`config.mk`:
```
export PLATFORM = sky130hd
export DESIGN_NAME = hazard_controller_flat
export DESIGN_NICKNAME = d
export VERILOG_FILES = /design/src/rtl/hazard_pkg.sv /design/src/rtl/hazard_controller_if.sv /design/src/rtl/hazard_controller_fwd_sel.sv /design/src/rtl/hazard_controller.sv /design/src/flat_wrapper.sv
export SDC_FILE = /design/constraint.sdc
export NUM_CORES = 1
export LEC_CHECK = 0
export CAP_MARGIN = 20
export CORE_ASPECT_RATIO = 0.9
export CORE_MARGIN = 2
export CORE_UTILIZATION = 40
export CTS_CLUSTER_SIZE = 10
export DETAILED_ROUTE_END_ITERATION = 8
export PLACE_DENSITY = 0.73
export SKIP_LAST_GASP = 1
export SYNTH_ARGS = -nofsm -noshare
export SYNTH_HDL_FRONTEND = slang
export SYNTH_HIERARCHICAL = 1
export SYNTH_SLANG_ARGS = --single-unit
```
`constraint.sdc`:
```
create_clock -name clk -period 2.9 [get_ports clk]
set_input_delay 0.435 -clock clk [delete_from_list [all_inputs] [get_ports clk]]
set_output_delay 0.435 -clock clk [all_outputs]
set_load 0.02 [all_outputs]
```
`src/rtl/hazard_pkg.sv`:
```
// Shared encodings and widths for the pipeline hazard controller.
// Forward selects, multi-cycle FSM states and the iteration counter width.
package hazard_pkg;

    localparam logic [1:0] FWD_RF  = 2'b00;
    localparam logic [1:0] FWD_WB  = 2'b01;
    localparam logic [1:0] FWD_MEM = 2'b10;

    typedef enum logic {S_IDLE, S_BUSY} mulState_t;

    localparam int MUL_CNT_W = $clog2(16);

endpackage

```
`src/rtl/hazard_controller_if.sv`:
```
// Pipeline <-> hazard controller signal bundle; slave is the controller side.
// All controls are level signals sampled every cycle, no handshake.
interface hazard_controller_if #(
    parameter int CNT_W = 32
);
    logic [4:0]       Rs1D, Rs2D, Rs1E, Rs2E, RdE, RdM, RdW;
    logic             RegWriteM, RegWriteW, ResultSrcE, PCSrcE, MulStartE;
    logic [1:0]       ForwardAE, ForwardBE;
    logic             StallF, StallD, StallE, FlushD, FlushE, FlushM;
    logic             MulBusy, MulDone;
    logic [CNT_W-1:0] StallCount;

    modport slave (
        input  Rs1D, Rs2D, Rs1E, Rs2E, RdE, RdM, RdW,
        input  RegWriteM, RegWriteW, ResultSrcE, PCSrcE, MulStartE,
        output ForwardAE, ForwardBE, StallF, StallD, StallE,
        output FlushD, FlushE, FlushM, MulBusy, MulDone, StallCount
    );

    modport master (
        output Rs1D, Rs2D, Rs1E, Rs2E, RdE, RdM, RdW,
        output RegWriteM, RegWriteW, ResultSrcE, PCSrcE, MulStartE,
        input  ForwardAE, ForwardBE, StallF, StallD, StallE,
        input  FlushD, FlushE, FlushM, MulBusy, MulDone, StallCount
    );
endinterface

```
`src/rtl/hazard_controller_fwd_sel.sv`:
```
// Operand forward select for one execute-stage source register.
// Purely combinational; the M stage result wins over W, x0 is never forwarded.
module fwd_sel
    import hazard_pkg::*;
(
    input  logic [4:0] RsE,
    input  logic [4:0] RdM,
    input  logic [4:0] RdW,
    input  logic       RegWriteM,
    input  logic       RegWriteW,
    output logic [1:0] Forward
);
    always_comb begin
        Forward = FWD_RF;
        if (RegWriteM && (RdM != 5'd0) && (RdM == RsE))
            Forward = FWD_MEM;
        else if (RegWriteW && (RdW != 5'd0) && (RdW == RsE))
            Forward = FWD_WB;
    end
endmodule

```
`src/rtl/hazard_controller.sv`:
```
// Forwarding, load-use/multi-cycle stalls, branch flushes and stall-cycle counter.
// Controls are combinational (zero latency); a multi-cycle op holds E and overrides flushes of D/E.
module hazard_controller
    import hazard_pkg::*;
#(
    parameter int MUL_CYCLES = 4,
    parameter int CNT_W      = 32
) (
    input  logic clk,
    input  logic rst,
    hazard_controller_if.slave hz
);
    localparam int                   LOAD_I   = (MUL_CYCLES > 1) ? MUL_CYCLES - 2 : 0;
    localparam logic [MUL_CNT_W-1:0] MUL_LOAD = MUL_CNT_W'(LOAD_I);

    mulState_t            state, stateNext;
    logic [MUL_CNT_W-1:0] cnt, cntNext;
    logic                 mulBusy, mulDone, mulHold, lwStall, stallF;
    logic [1:0]           fwdA, fwdB;
    logic [CNT_W-1:0]     stallCount;

    fwd_sel uFwdA (.RsE(hz.Rs1E), .RdM(hz.RdM), .RdW(hz.RdW),
                   .RegWriteM(hz.RegWriteM), .RegWriteW(hz.RegWriteW), .Forward(fwdA));
    fwd_sel uFwdB (.RsE(hz.Rs2E), .RdM(hz.RdM), .RdW(hz.RdW),
                   .RegWriteM(hz.RegWriteM), .RegWriteW(hz.RegWriteW), .Forward(fwdB));

    always_ff @(posedge clk or negedge rst) begin
        if (!rst) begin
            state <= S_IDLE;
            cnt   <= '0;
        end else begin
            state <= stateNext;
            cnt   <= cntNext;
        end
    end

    always_comb begin
        stateNext = state;
        cntNext   = cnt;
        mulBusy   = 1'b0;
        mulDone   = 1'b0;
        case (state)
            S_IDLE: begin
                if (hz.MulStartE) begin
                    mulBusy = 1'b1;
                    if (MUL_CYCLES > 1) begin
                        stateNext = S_BUSY;
                        cntNext   = MUL_LOAD;
                    end else begin
                        mulDone = 1'b1;
                    end
                end
            end
            S_BUSY: begin
                mulBusy = 1'b1;
                if (cnt == '0) begin
                    mulDone   = 1'b1;
                    stateNext = S_IDLE;
                end else begin
                    cntNext = cnt - MUL_CNT_W'(1);
                end
            end
            default: stateNext = S_IDLE;
        endcase
    end

    assign mulHold = mulBusy && !mulDone;
    assign lwStall = hz.ResultSrcE && (hz.RdE != 5'd0) &&
                     ((hz.RdE == hz.Rs1D) || (hz.RdE == hz.Rs2D));

    // Controls are masked while reset is held so a lingering MulStartE cannot look like a new op.
    assign stallF        = rst && (mulHold || lwStall);
    assign hz.StallF     = stallF;
    assign hz.StallD     = stallF;
    assign hz.StallE     = rst && mulHold;
    assign hz.FlushM     = rst && mulHold;
    assign hz.FlushD     = rst && !mulHold && hz.PCSrcE;
    assign hz.FlushE     = rst && !mulHold && (hz.PCSrcE || lwStall);
    assign hz.MulBusy    = rst && mulBusy;
    assign hz.MulDone    = rst && mulDone;
    assign hz.ForwardAE  = fwdA;
    assign hz.ForwardBE  = fwdB;
    assign hz.StallCount = stallCount;

    always_ff @(posedge clk or negedge rst) begin
        if (!rst)
            stallCount <= '0;
        else if (stallF && (stallCount != '1))
            stallCount <= stallCount + CNT_W'(1);
    end
endmodule

```
`src/flat_wrapper.sv`:
```
// flat-port wrapper written by rule: the top's interface ports become plain ports
module hazard_controller_flat import hazard_pkg::*;
#(
    parameter int MUL_CYCLES = 4,
    parameter int CNT_W      = 32
)
  (clk, rst, hz_Rs1D, hz_Rs2D, hz_Rs1E, hz_Rs2E, hz_RdE, hz_RdM, hz_RdW, hz_RegWriteM, hz_RegWriteW, hz_ResultSrcE, hz_PCSrcE, hz_MulStartE, hz_ForwardAE, hz_ForwardBE, hz_StallF, hz_StallD, hz_StallE, hz_FlushD, hz_FlushE, hz_FlushM, hz_MulBusy, hz_MulDone, hz_StallCount);
  hazard_controller_if #(.CNT_W(CNT_W)) hz_i ();
  input  logic clk;
  input  logic rst;
  input wire logic [$bits(hz_i.Rs1D)-1:0] hz_Rs1D;
  input wire logic [$bits(hz_i.Rs2D)-1:0] hz_Rs2D;
  input wire logic [$bits(hz_i.Rs1E)-1:0] hz_Rs1E;
  input wire logic [$bits(hz_i.Rs2E)-1:0] hz_Rs2E;
  input wire logic [$bits(hz_i.RdE)-1:0] hz_RdE;
  input wire logic [$bits(hz_i.RdM)-1:0] hz_RdM;
  input wire logic [$bits(hz_i.RdW)-1:0] hz_RdW;
  input wire logic [$bits(hz_i.RegWriteM)-1:0] hz_RegWriteM;
  input wire logic [$bits(hz_i.RegWriteW)-1:0] hz_RegWriteW;
  input wire logic [$bits(hz_i.ResultSrcE)-1:0] hz_ResultSrcE;
  input wire logic [$bits(hz_i.PCSrcE)-1:0] hz_PCSrcE;
  input wire logic [$bits(hz_i.MulStartE)-1:0] hz_MulStartE;
  output wire logic [$bits(hz_i.ForwardAE)-1:0] hz_ForwardAE;
  output wire logic [$bits(hz_i.ForwardBE)-1:0] hz_ForwardBE;
  output wire logic [$bits(hz_i.StallF)-1:0] hz_StallF;
  output wire logic [$bits(hz_i.StallD)-1:0] hz_StallD;
  output wire logic [$bits(hz_i.StallE)-1:0] hz_StallE;
  output wire logic [$bits(hz_i.FlushD)-1:0] hz_FlushD;
  output wire logic [$bits(hz_i.FlushE)-1:0] hz_FlushE;
  output wire logic [$bits(hz_i.FlushM)-1:0] hz_FlushM;
  output wire logic [$bits(hz_i.MulBusy)-1:0] hz_MulBusy;
  output wire logic [$bits(hz_i.MulDone)-1:0] hz_MulDone;
  output wire logic [$bits(hz_i.StallCount)-1:0] hz_StallCount;
  assign hz_i.Rs1D = hz_Rs1D;
  assign hz_i.Rs2D = hz_Rs2D;
  assign hz_i.Rs1E = hz_Rs1E;
  assign hz_i.Rs2E = hz_Rs2E;
  assign hz_i.RdE = hz_RdE;
  assign hz_i.RdM = hz_RdM;
  assign hz_i.RdW = hz_RdW;
  assign hz_i.RegWriteM = hz_RegWriteM;
  assign hz_i.RegWriteW = hz_RegWriteW;
  assign hz_i.ResultSrcE = hz_ResultSrcE;
  assign hz_i.PCSrcE = hz_PCSrcE;
  assign hz_i.MulStartE = hz_MulStartE;
  assign hz_ForwardAE = hz_i.ForwardAE;
  assign hz_ForwardBE = hz_i.ForwardBE;
  assign hz_StallF = hz_i.StallF;
  assign hz_StallD = hz_i.StallD;
  assign hz_StallE = hz_i.StallE;
  assign hz_FlushD = hz_i.FlushD;
  assign hz_FlushE = hz_i.FlushE;
  assign hz_FlushM = hz_i.FlushM;
  assign hz_MulBusy = hz_i.MulBusy;
  assign hz_MulDone = hz_i.MulDone;
  assign hz_StallCount = hz_i.StallCount;
  hazard_controller #(.MUL_CYCLES(MUL_CYCLES), .CNT_W(CNT_W)) u_core (.clk(clk), .rst(rst), .hz(hz_i));
endmodule
```
# Word level (Yosys, flattened, before mapping)
# Cells that the tools add are included.
op_classes:
  magnitude_cmp: 0
  eq_ne: 9
  div_mod_pow: 0
  muxes: 13
  mul: 0
  addsub: 2
  shift: 0
  n_reduce_logical: 27
  bitwise: 1
ops:
  columns: ["op", "count"]
  rows:
  - ["adder 32 x 1 -> 32 bit, second input constant", 1]
  - ["!= test 32 bit, second input constant", 1]
  - ["equality test 5 bit", 6]
  - ["logical AND 1 bit", 17]
  - ["nonzero test 5 bit", 3]
  - ["two-way mux 4 bit", 2]
  - ["case mux 4 bit (2 select lines)", 1]
  - ["case mux 1 bit (2 select lines)", 3]
  - ["two-way mux 1 bit", 5]
  - ["logical NOT 4 bit", 1]
  - ["two-way mux 2 bit", 2]
  - ["!= test 2 bit, second input constant", 2]
  - ["subtractor 4 x 1 -> 4 bit, second input constant", 1]
  - ["logical OR 1 bit", 3]
  - ["logical NOT 1 bit", 2]
  - ["AND reduction 2 bit", 1]
  - ["inverter 1 bit", 1]
word_totals:
  elab_cells: 55
  ram_bits: 0
  in_bits: 42
  romBits: 0
  latchBits: 0
  regBits: 37
  out_inout_bits: 44
  memories: 0

# Depth between registers and ports, before layout
logic_depth:
  word_depth: 8
  ltp_mapped: 10
  ltp_nobuf: 9

# Modules after synthesis
# Netlist, hierarchy kept.
modules_own_cells:
  columns: ["module", "cells_each", "seq_area_each_um2", "area_per_inst_um2", "n_inst"]
  rows:
  - ["hazard_controller", 195, 925.9, 2020.7, 1]
  - ["fwd_sel", 20, 0.0, 151.4, 2]

# Worst setup path before layout
# No wires, ideal clock.
synth_timing:
  path_type: "register -> output"
  start: "register u_core.cnt[0]"
  end: "output hz_StallF"
  n_path_buf: 1
  required_time_ns: 2.465
  t_arrival_ns: 2.036
  path_stages_with_launch: 9
  slack_ns: 0.429
  path_cell_list: "dfrtp_1 -> inv_1 -> ha_1 -> nor3b_2 -> a21o_4 -> clkinv_2 -> and2_1 -> o21bai_1 -> buf_4"
synth_between:
  elab_chain_len: 7
synth_rtl:
  columns: ["element", "line_no", "text"]
  rows:
  - ["start, declared", "hazard_controller.sv:17", "logic [MUL_CNT_W-1:0] cnt, cntNext;"]
  - ["start signal, assigned", "hazard_controller.sv:33", "cnt <= cntNext;"]
  - ["logical NOT 4 bit", "hazard_controller.sv:56", "if (cnt == '0) begin"]
  - ["two-way mux 1 bit", "hazard_controller.sv:56", null]
  - ["case mux 1 bit (2 select lines)", "hazard_controller.sv:42", "case (state)"]
  - ["logical NOT 1 bit", "hazard_controller.sv:67", "assign mulHold = mulBusy && !mulDone;"]
  - ["logical AND 1 bit", "hazard_controller.sv:67", null]
  - ["logical OR 1 bit", "hazard_controller.sv:72", "assign stallF = rst && (mulHold || lwStall);"]
  - ["logical AND 1 bit", "hazard_controller.sv:72", null]
  - ["end, declared", "flat_wrapper.sv:25", "output wire logic [$bits(hz_i.StallF)-1:0] hz_StallF;"]
# No other way between the ends.

# Worst setup path in the final report
layout_timing:
  start: "input hz_RdM[1]"
  end: "output hz_ForwardAE[0]"
layout_between:
  elab_chain_len: 4
  word_cells_on_any_way: 5
  cone_classes: "eq/ne: 1; mux: 1; reduce/logical: 3"
layout_rtl:
  columns: ["element", "line_no", "text"]
  rows:
  - ["start, declared", "flat_wrapper.sv:16", "input wire logic [$bits(hz_i.RdM)-1:0] hz_RdM;"]
  - ["nonzero test 5 bit", "hazard_controller_fwd_sel.sv:15", "if (RegWriteM && (RdM != 5'd0) && (RdM == RsE))"]
  - ["logical AND 1 bit", "hazard_controller_fwd_sel.sv:15", null]
  - ["logical AND 1 bit (*)", "hazard_controller_fwd_sel.sv:15", null]
  - ["two-way mux 2 bit (*)", "hazard_controller_fwd_sel.sv:15", null]
  - ["end, declared", "flat_wrapper.sv:23", "output wire logic [$bits(hz_i.ForwardAE)-1:0] hz_ForwardAE;"]
# Mark *: on every way between the ends. The rest lies on a longest branch, timed or not.

==> metrics.txt <==
# TYPE chip_impl_metric gauge
chip_impl_metric{name="layout.nets",unit=""} 370
chip_impl_metric{name="timing.slew.headroom",unit="%"} 28.7
chip_impl_info{name="cp-start-kind",value="primary input"} 1
chip_impl_metric{name="grt.overflow.total",unit=""} 0
chip_impl_info{name="synth_top_cells_by_count",value="xnor2_1 (41), dfrtp_1 (37), nand4_1 (19)"} 1
chip_impl_metric{name="track_usage",unit="%"} 18.5
chip_impl_info{name="outcome",value="completed"} 1
chip_impl_metric{name="timing.critical_path.depth",unit=""} 5
chip_impl_metric{name="crit_required",unit="ns"} 2.47
chip_impl_metric{name="yosysWarningCount",unit=""} 6
chip_impl_metric{name="grt_start_max_net_pins",unit=""} 35
chip_impl_metric{name="grt_pass1_wl",unit="um"} 9760
chip_impl_metric{name="drt-wirelength-per-cell",unit="um"} 14.7
chip_impl_metric{name="timing.max_cap.violations",unit=""} 0
chip_impl_metric{name="path_clk_slew",unit="ns"} 0.06
chip_impl_metric{name="syn_area",unit="sq um"} 2320
chip_impl_metric{name="path_max_fanout",unit=""} 4
chip_impl_metric{name="detailroute.via_count",unit=""} 2059
chip_impl_metric{name="antenna_cells",unit=""} 0
chip_impl_metric{name="io_pins",unit=""} 86
chip_impl_info{name="cts_tree",value="built"} 1
chip_impl_metric{name="htree_levels",unit=""} 2
chip_impl_info{name="crit-reg2reg-launch",value="u_core/cnt[0]"} 1
chip_impl_metric{name="worst_skew_pair.late_latency",unit="ns"} 0.29
chip_impl_metric{name="detailedRoute.firstIterationViolations",unit=""} 95
chip_impl_metric{name="cts.sink_count",unit=""} 37
chip_impl_metric{name="fin_crit",unit="ns"} 2.78
chip_impl_metric{name="tritoncts.num_buffers",unit=""} 5
chip_impl_metric{name="place.detailed.hpwl",unit="um"} 4510
chip_impl_metric{name="remaining_drc_errors",unit=""} 0
chip_impl_metric{name="ir_worst_vdd",unit="mV"} 0.558
chip_impl_metric{name="power.density_cell_area",unit="nW/um^2"} 533
chip_impl_metric{name="synth_cell_types",unit=""} 41
chip_impl_metric{name="ys_ff_latch",unit=""} 37
chip_impl_info{name="most_frequently_used_cell_type_in_the_post_synthesis_netlist",value="xnor2_1"} 1
chip_impl_metric{name="yosysSeqAreaShare",unit="%"} 39.8
chip_impl_metric{name="vias_in_the_first_global_route",unit=""} 2048
chip_impl_metric{name="synth_async_sr_flop_share",unit="%"} 100
chip_impl_metric{name="worst_slew_pin_slew",unit="ns"} 1.07
chip_impl_metric{name="layout_worst_path_cycle_share",unit="%"} 95.7
chip_impl_metric{name="drtPass1Iterations",unit=""} 4
chip_impl_info{name="synthTopCellsByArea",value="dfrtp_1 (40%), xnor2_1 (15%), xor2_1 (6.4%)"} 1
chip_impl_metric{name="postSynthCellCount",unit=""} 235
chip_impl_metric{name="port_buffer_count",unit=""} 85
chip_impl_metric{name="detail_route.vias_per_cell",unit=""} 5.20
chip_impl_metric{name="finalSetupViolCount",unit=""} 0
chip_impl_metric{name="clock.fmax",unit="MHz"} 360
chip_impl_metric{name="synth_nets",unit=""} 279
chip_impl_metric{name="cp.arrival",unit="ns"} 2.34
chip_impl_metric{name="number_of_cells_in_the_finished_layout_apart_from_fillers",unit=""} 396
chip_impl_metric{name="final_critical_path_setup_slack",unit="ns"} 0.124
chip_impl_metric{name="antenna_violations_before_repair",unit=""} 0
chip_impl_info{name="rsz0062_at_grt",value="false"} 1
chip_impl_metric{name="critical_path_buf_inv_count",unit=""} 2
chip_impl_metric{name="power.leakage",unit="nW"} 1.33
chip_impl_metric{name="rrSetupSlack",unit="ns"} 0.24
chip_impl_metric{name="number_of_hold_violations_in_the_final_report",unit=""} 0
chip_impl_metric{name="starting_utilization_of_the_core_area",unit="%"} 41.3
chip_impl_info{name="clock_tree.root_cell",value="clkbuf_8"} 1
chip_impl_metric{name="gp_routability_congestion",unit=""} 0.862
chip_impl_metric{name="worst_path_largest_cell_delay",unit="ns"} 0.63
chip_impl_info{name="criticalPathCategory",value="primary input to output port"} 1
chip_impl_metric{name="clock_path_buffers",unit=""} 2
chip_impl_metric{name="die_boundary_height",unit="um"} 76.3
chip_impl_metric{name="floorplan.die_area",unit="sq um"} 6440
chip_impl_metric{name="totalWireLength",unit="um"} 5840
chip_impl_metric{name="fin_skew",unit="ns"} 0.00678
chip_impl_info{name="crit-reg2reg-capture",value="u_core/hz.StallCount[29]"} 1
chip_impl_info{name="yosys.area.top_type",value="dfrtp_1"} 1
chip_impl_metric{name="die_width",unit="um"} 84.3
chip_impl_info{name="most_common_flop_cell_mapped_by_yosys",value="dfrtp_1"} 1
chip_impl_metric{name="netlist.area_leader.share",unit="%"} 39.8
chip_impl_info{name="cp_top_family",value="buffers and inverters"} 1
chip_impl_info{name="crit_top_cell",value="clkdlybuf4s50_1"} 1
chip_impl_info{name="crit_path_cell_trace",value="clkdlybuf4s50_1 > o41ai_2 > a211oi_2 > nor3_2 > clkdlybuf4s50_1"} 1
chip_impl_metric{name="final_layout_size_suffix_gt1_share",unit="%"} 7.98
chip_impl_info{name="min_path_type",value="primary input to asynchronous set/reset pin"} 1
chip_impl_metric{name="count_of_cells_along_the_worst_register_to_register_path",unit=""} 9
chip_impl_metric{name="place_worst_setup_slack",unit="ns"} -0.0471
chip_impl_metric{name="timing_max_transition_violations_final",unit=""} 0
chip_impl_metric{name="synth_area_per_inst",unit="sq um"} 9.89
chip_impl_metric{name="area.growth.synth_to_final",unit="%"} 43.4
chip_impl_info{name="worstSetupEndpointType",value="output port"} 1
chip_impl_metric{name="drt.antenna.violating_nets",unit=""} 0
chip_impl_info{name="critical_path.slowest_cell",value="clkdlybuf4s50_1"} 1
chip_impl_metric{name="final.fill_count",unit=""} 518
chip_impl_metric{name="synth-edff-count",unit=""} 0
chip_impl_metric{name="core_area",unit="sq um"} 5630
chip_impl_metric{name="core.rowCount",unit=""} 26
chip_impl_metric{name="placed_cells_incl_taps",unit=""} 389
-- stage by stage --
step	TNS [ns]	total power, mW	cell area [sq um]	hold WS, ns	utilization, %
after floorplan	0	1.15	2320	0.139	-
after global placement	-0.179	1.43	3250	0.304	57.7
after detailed placement	-0.308	1.44	3250	0.308	57.7
after CTS	0	1.80	3330	0.00228	59.2
after global routing	0	1.88	3330	0.00192	59.2
final	0	1.78	3330	0.00610	59.2
-- report_power, final --
part | switching (mW) | internal [mW]
Sequential | 0.0993 | 0.595
Combinational | 0.368 | 0.354
Clock | 0.172 | 0.188
Total | 0.638 | 1.14
-- cells by family (layout without fill, tap and decap cells) --
| logic type | count (synthesis) | count (layout) | share of synthesized area, % |
|---|---|---|---|
| AND/OR/NAND/NOR | 107 | 107 | 26.0 |
| XOR/XNOR | 58 | 58 | 21.9 |
| flip-flops | 37 | 37 | 39.8 |
| AO/OA/AOI/OAI | 19 | 19 | 7.75 |
| buffers and inverters | 11 | 102 | 2.96 |
| adder cells (fa/ha/maj) | 2 | 2 | 1.08 |
| multiplexers | 1 | 1 | 0.485 |
-- worst register-to-register path, delay by kind of cell, from the launching register on --
kind | cells | cell delay [ns]
flops | 1 | 0.37
xor+xnor | 1 | 0.20
buf+inv | 2 | 0.14
simple gates | 2 | 0.42
compound gates | 3 | 1.19
fa+ha+maj | 1 | 0.23
-- cell type report --
class                   count  area (sq um)  share of cell area (%)
well taps                  70          87.6                    2.63
inverters                   4          16.3                   0.488
clock buffers               7          86.3                    2.59
multi-input cells         187          1330                    39.9
flip-flops and latches     37           926                    27.8
repair buffers             91           887                    26.6
-- placed cells by master, fill, tap and decap left out, types with 3 or more instances in the layout --
cell type        instances
a21oi_1                  3
and3_1                  12
dfrtp_1                 37
and4_1                   5
dlygate4sd2_1            3
nor2_1                  12
nand4_1                 19
xnor2_1                 41
xor2_1                  17
nor4_1                   3
inv_1                    3
nand3_1                 17
nor3_1                   8
nor2b_1                  4
buf_4                    6
nand2_1                 17
clkdlybuf4s50_1         81
clkbuf_8                 6
-- flip-flops by register name (all words and copies together), names as in the netlist --
register / flops
u_core/cnt: 4
u_core/hz.StallCount: 32
u_core/state: 1
-- worst max path at each step --
stage / start / to / slack (ns)
3_5_place_dp: hz_RdE[1] / u_core/hz.StallCount[17] / -0.05
4_1_cts: hz_RdM[0] / hz_ForwardAE[0] / 0.11
2_1_floorplan: u_core/cnt[0] / hz_StallF / 0.43
5_1_grt: hz_RdM[0] / hz_ForwardAE[0] / 0.05
6_report: hz_RdM[1] / hz_ForwardAE[0] / 0.12
3_3_place_gp: hz_RdE[2] / hz_FlushE / -0.06
-- per-layer routing --
layer	track usage, %	share of wire, %	vias up
met3	4.44	4.1	5
li1	-	-	1015
met1	26.4	47	996
met5	0	0	-
met2	28.4	48	43
met4	4.44	0.84	0
-- what timing repair did --
item	CTS	global route
endpoints found under the setup margin	3	0
resized for setup	3	0
buffers inserted	0	0
hold buffers	0	0
No activity file was read; power rests on OpenSTA's default activity.
==> edit 1, RTL diff (same flow settings) <==
`CNT_W` is set to 32 in 3 places; all go to 64.
--- a/src/rtl/hazard_controller_if.sv
+++ b/src/rtl/hazard_controller_if.sv
@@ -2,5 +2,5 @@
 // All controls are level signals sampled every cycle, no handshake.
 interface hazard_controller_if #(
-    parameter int CNT_W = 32
+    parameter int CNT_W = 64
 );
     logic [4:0]       Rs1D, Rs2D, Rs1E, Rs2E, RdE, RdM, RdW;
--- a/src/rtl/hazard_controller.sv
+++ b/src/rtl/hazard_controller.sv
@@ -5,5 +5,5 @@
 #(
     parameter int MUL_CYCLES = 4,
-    parameter int CNT_W      = 32
+    parameter int CNT_W      = 64
 ) (
     input  logic clk,
--- a/src/flat_wrapper.sv
+++ b/src/flat_wrapper.sv
@@ -3,5 +3,5 @@
 #(
     parameter int MUL_CYCLES = 4,
-    parameter int CNT_W      = 32
+    parameter int CNT_W      = 64
 )
   (clk, rst, hz_Rs1D, hz_Rs2D, hz_Rs1E, hz_Rs2E, hz_RdE, hz_RdM, hz_RdW, hz_RegWriteM, hz_RegWriteW, hz_ResultSrcE, hz_PCSrcE, hz_MulStartE, hz_ForwardAE, hz_ForwardBE, hz_StallF, hz_StallD, hz_StallE, hz_FlushD, hz_FlushE, hz_FlushM, hz_MulBusy, hz_MulDone, hz_StallCount);
Ports: changed (resized hz_StallCount); port bits go from 86 to 118. The function was not compared with the original's and may differ.
==> edit 1 against the unedited design <==
- worst hold slack gained 470 ps
- sequential power rose by 79%
- worst setup slack better by 18 ps
- die area increased by 68%
- sequential cell count up 32
- power grew 67%
- area after synthesis increased by 72%
- fmax rose by 0.64%
- design area up 68%
- routed wire length up 86%
- largest power group is now registers
==> edit 1: results (changes against the unedited design) <==
port_buffers: 117  # +38%
area_delta_synth_final_pct: 40.07
p_comb_frac: 0.317  # -0.089
synth_seq_area_share: 0.4310  # +0.03249
intPower_mw: 1.968  # +73%
syn-num-nets: 465  # +67%
cts_max_level: 3  # +1
cts_made_buffers: 9  # +4
pre_cts_ws_ps: -161.3  # -114.2 ps
seq_share: 0.3077  # +0.02981
p_leak_nw: 2.405  # +80%
n_sequential_cell: 69  # +86%
worstPathArrival_ps: 2320  # -20 ps
synth_xor_area_frac: 0.1968  # -0.02188
multi_input_area_share: 0.3882  # -0.01061
worst_slew_pin_slew_ps: 823.0  # -242.9 ps
drive_gt1_frac: 0.08845  # +0.008693
p_sw_mw: 0.9931  # +56%
drtIter0Drc: 181  # +91%
max_stage_delay_ps: 480  # -150 ps
num-multi-input-gates: 325  # +74%
synthTopCellsByCount: "70 x xor2_1, 69 x dfrtp_1, 39 x nand2_1"
place_hpwl_microns: 7889  # +75%
avgSynthCellArea_sq_um: 9.516  # -3.8%
buffers: 136  # +49%
clockBufferCount: 14  # +7
whs_ps: 474.9  # +468.8 ps
clockNetworkAreaShare: 0.03434  # +0.008426
muxShareOfSynthArea: 0.002811  # -0.002036
fin_nets: 594  # +61%
outcome: "complete, no violations"
synth_cell_type_count: 43  # +4.9%
fillers: 866  # +67%
fin_skew_ps: 9.599  # +2.823 ps
grt_pass1_vias: 3619  # +77%
seq-power_mw: 1.24  # +79%
wirelength_microns: 10890  # +86%
placed_cells: 664  # +71%
peakVddDrop_uv: 384.4  # -31%
worstSkewPairLatency_ps: 340  # +50 ps
bufAreaShareNonClock: 0.2357  # -0.03057
synth_fa_ha_area_frac: 0.006246  # -0.004524
-- edit 1: changes by cell type after synthesis, sizes merged, moves of 8 or more --
cell,change
nor4,+25
nor3,+26
nor2,+15
dfrtp,+32
xor2,+53
xnor2,-21
nand2,+22
clkbuf,+8
-- edit 1: worst paths after layout --
| check | slack (ps) | end | start | cells past startpoint |
|---|---|---|---|---|
| max in group asynchronous | 1370 | u_core/hz.StallCount[27] | rst | 3 |
| min in group clk | 490 | u_core/hz.StallCount[56] | u_core/hz.StallCount[56] | 1 |
| min reg2reg | 490 | u_core/hz.StallCount[56] | u_core/hz.StallCount[56] | 1 |
| max | 140 | hz_StallF | hz_RdE[2] | 7 |
| min | 470 | u_core/cnt[1] | rst | 2 |
| max reg2reg | 300 | u_core/hz.StallCount[57] | u_core/hz.StallCount[9] | 6 |
-- edit 1: layer usage --
| layer | share of wire | GRT usage |
|---|---|---|
| met5 | 0 | 0 |
| met4 | 0.011 | 0.04966 |
| met1 | 0.44 | 0.2617 |
| met3 | 0.084 | 0.05556 |
| met2 | 0.47 | 0.3229 |
-- edit 1: cell families (layout without fill, tap and decap cells) --
group | count (synthesis) | after routing
AND/OR/NAND/NOR | 212 | 212
XOR/XNOR | 90 | 90
flip-flops | 69 | 69
buffers and inverters | 27 | 160
AO/OA/AOI/OAI | 20 | 20
adder cells (fa/ha/maj) | 2 | 2
multiplexers | 1 | 1
-- edit 1: timing repair --
item,CTS,global route
setup endpoints to repair,3,1
cloned,0,0
hold buffers,1,0
hold endpoints to repair,5,0
pin swaps,0,0
gates resized for setup,4,2
==> edit 2, RTL diff (config.mk and constraints unchanged) <==
Made on the original files. Make the reset (`rst`) synchronous in 2 clocked blocks.
--- a/src/rtl/hazard_controller.sv
+++ b/src/rtl/hazard_controller.sv
@@ -25,5 +25,5 @@
                    .RegWriteM(hz.RegWriteM), .RegWriteW(hz.RegWriteW), .Forward(fwdB));
 
-    always_ff @(posedge clk or negedge rst) begin
+    always_ff @(posedge clk) begin
         if (!rst) begin
             state <= S_IDLE;
@@ -83,5 +83,5 @@
     assign hz.StallCount = stallCount;
 
-    always_ff @(posedge clk or negedge rst) begin
+    always_ff @(posedge clk) begin
         if (!rst)
             stallCount <= '0;
Behaviour: differs if rst is asserted again (counterexample within 4 cycles, from zero or initial values and one cycle with rst low); with rst held inactive, the same outputs for 10 cycles.
==> edit 2 against the unedited design <==
- design area rose by 3.8%
- global-route usage is 3.2 points higher
- critical path type unchanged
- worst setup slack got worse by 10 ps
- highest routed layer unchanged
- routed wire length is 18% higher
- cell count increased by 17%
- area after synthesis grew 1.1%
- die area rose by 1.0%
- sequential cell count unchanged
Power is not compared: it rests on default switching activity, and its combinational part moved more than twofold at a synthesized area within 25%.
==> edit 2: results (changes against the unedited design) <==
outcome: "complete, no violations"
drc: 0  # unchanged
peakVddDrop_uv: 319.0
place_hpwl_microns: 5145  # +14%
largest_reg_flops: 32  # unchanged
fin_nets: 438  # +18%
port_buffers: 85  # unchanged
hold_end: "u_core/hz.StallCount[31]"
r2r_setup_slack_ps: 310  # +70 ps
path_clk_slew_ps: 70
synthTopCellsByArea: "dfxtp_1 32%, xnor2_1 8.2%, xor2_1 6.7%"
yosysMostFrequentCell: "dfxtp_1"
wl_per_cell_microns: 14.86  # +0.75%
worstSkewPairLatency_ps: 290  # about the same
fillers: 523  # +0.97%
gp_congestion: 0.8452  # -1.9%
fin_skew_ps: 3.313  # -3.463 ps
ff2ff_path_depth: 9  # unchanged
post_cts_buffers: 0  # unchanged
syn-num-nets: 340  # +22%
cts_root_buf: "clkbuf_8"
intPower_mw: 0.8693
min_from: "u_core/hz.StallCount[31]"
cts_made_buffers: 5  # unchanged
worst_slew_pin_slew_ps: 697.1  # -368.8 ps
synthTopCellsByCount: "37 x dfxtp_1, 28 x nand2_1, 27 x nor2_1"
vias: 2574  # +25%
period_needed_ps: 2786  # +10.34 ps
drive_gt1_frac: 0.08883  # +0.009078
clockBufferDepth: 2  # unchanged
grt_pass1_vias: 2529  # +23%
pre_cts_ws_ps: -103.1  # -56.02 ps
setup_viol: 0  # unchanged
r2r_end: "u_core/hz.StallCount[8]"
track_usage: 0.2163  # +0.03176
synth_cell_type_count: 43  # +4.9%
grt_max_degree: 32  # -8.6%
antenna_cells: 0  # unchanged
holdPathStages: 2
grt_pass1_wl_microns: 11700  # +20%
synthArstFlopShare: 0  # -1.000
min_path_type: "reg -> reg"
p_leak_nw: 1.204
synth_seq_area_share: 0.3154  # -0.08310
drtIter0Drc: 141  # +48%
r2r_start: "u_core/cnt[0]"
==> edit 2: final cells by class <==
cell class | count | area [sq um] | share of cell area
clock buffer | 7 | 86.33 | 0.02497
inverter | 7 | 26.28 | 0.007600
multi-input combinational | 241 | 1538 | 0.4448
sequential | 37 | 740.7 | 0.2143
tap | 70 | 87.58 | 0.02533
timing repair buffer | 102 | 978.4 | 0.2830
==> edit 2: critical path: stages <==
cell and delay [ps]:
clkdlybuf4s50_1 530, o41ai_2 420, a211oi_2 140, nor3_2 190, clkdlybuf4s50_1 630
==> edit 2: per-layer routing <==
metal | vias to the layer above | track usage | wire length, microns
li1 | 1279 | - | -
met1 | 1217 | 0.2915 | 3307
met2 | 70 | 0.3465 | 3152
met3 | 8 | 0.05274 | 382
met4 | 0 | 0.05714 | 51
met5 | - | 0 | 0
==> edit 2: how the worst max path moves through the flow <==
| stage | start | end | slack (ps) |
|---|---|---|---|
| floorplan | u_core/cnt[0] | u_core/hz.StallCount[14] | 540 |
| global placement | hz_RdE[1] | hz_StallD | -50 |
| detailed placement | hz_RdE[1] | hz_StallF | -100 |
| CTS | hz_RdE[1] | hz_FlushE | 50 |
| global route | hz_MulStartE | hz_FlushD | 20 |
| finish | hz_RdM[0] | hz_ForwardAE[0] | 110 |
==> edit 2: what timing repair did <==
action                                 CTS  global route
setup endpoints to repair                3             1
resized for setup                        4             1
endpoints found under the hold margin    0             0
==> edit 2: power by group through the flow <==
| stage | Combinational, mW | Sequential, mW | Clock [mW] |
|---|---|---|---|
| 2_1_floorplan | 0.151 | 0.551 | 0 |
| 3_3_place_gp | 0.314 | 0.545 | 0 |
| 3_5_place_dp | 0.320 | 0.546 | 0 |
| 4_1_cts | 0.321 | 0.534 | 0.382 |
| 5_1_grt | 0.350 | 0.535 | 0.396 |
| 6_report | 0.323 | 0.534 | 0.369 |
==> edit 2: cell families (layout without fill, tap and decap cells) <==
kind of cell | count (synthesis) | count (layout) | synth area share
flops | 37 | 37 | 0.3154
fa+ha+maj | 2 | 2 | 0.01065
simple gates | 150 | 150 | 0.3490
compound gates | 46 | 46 | 0.1305
mux | 3 | 3 | 0.01279
buf+inv | 18 | 116 | 0.03249
xor+xnor | 40 | 40 | 0.1492
==> edit 2: metrics by stage <==
step	cells	setup TNS (ps)	area [sq um]	hold WS (ps)
floorplan	296	0	2349	460.5
global placement	457	-100.4	3364	475.1
detailed placement	457	-239.0	3364	487.9
CTS	464	0	3455	497.9
global route	464	0	3457	530.0
finish	464	0	3457	499.1
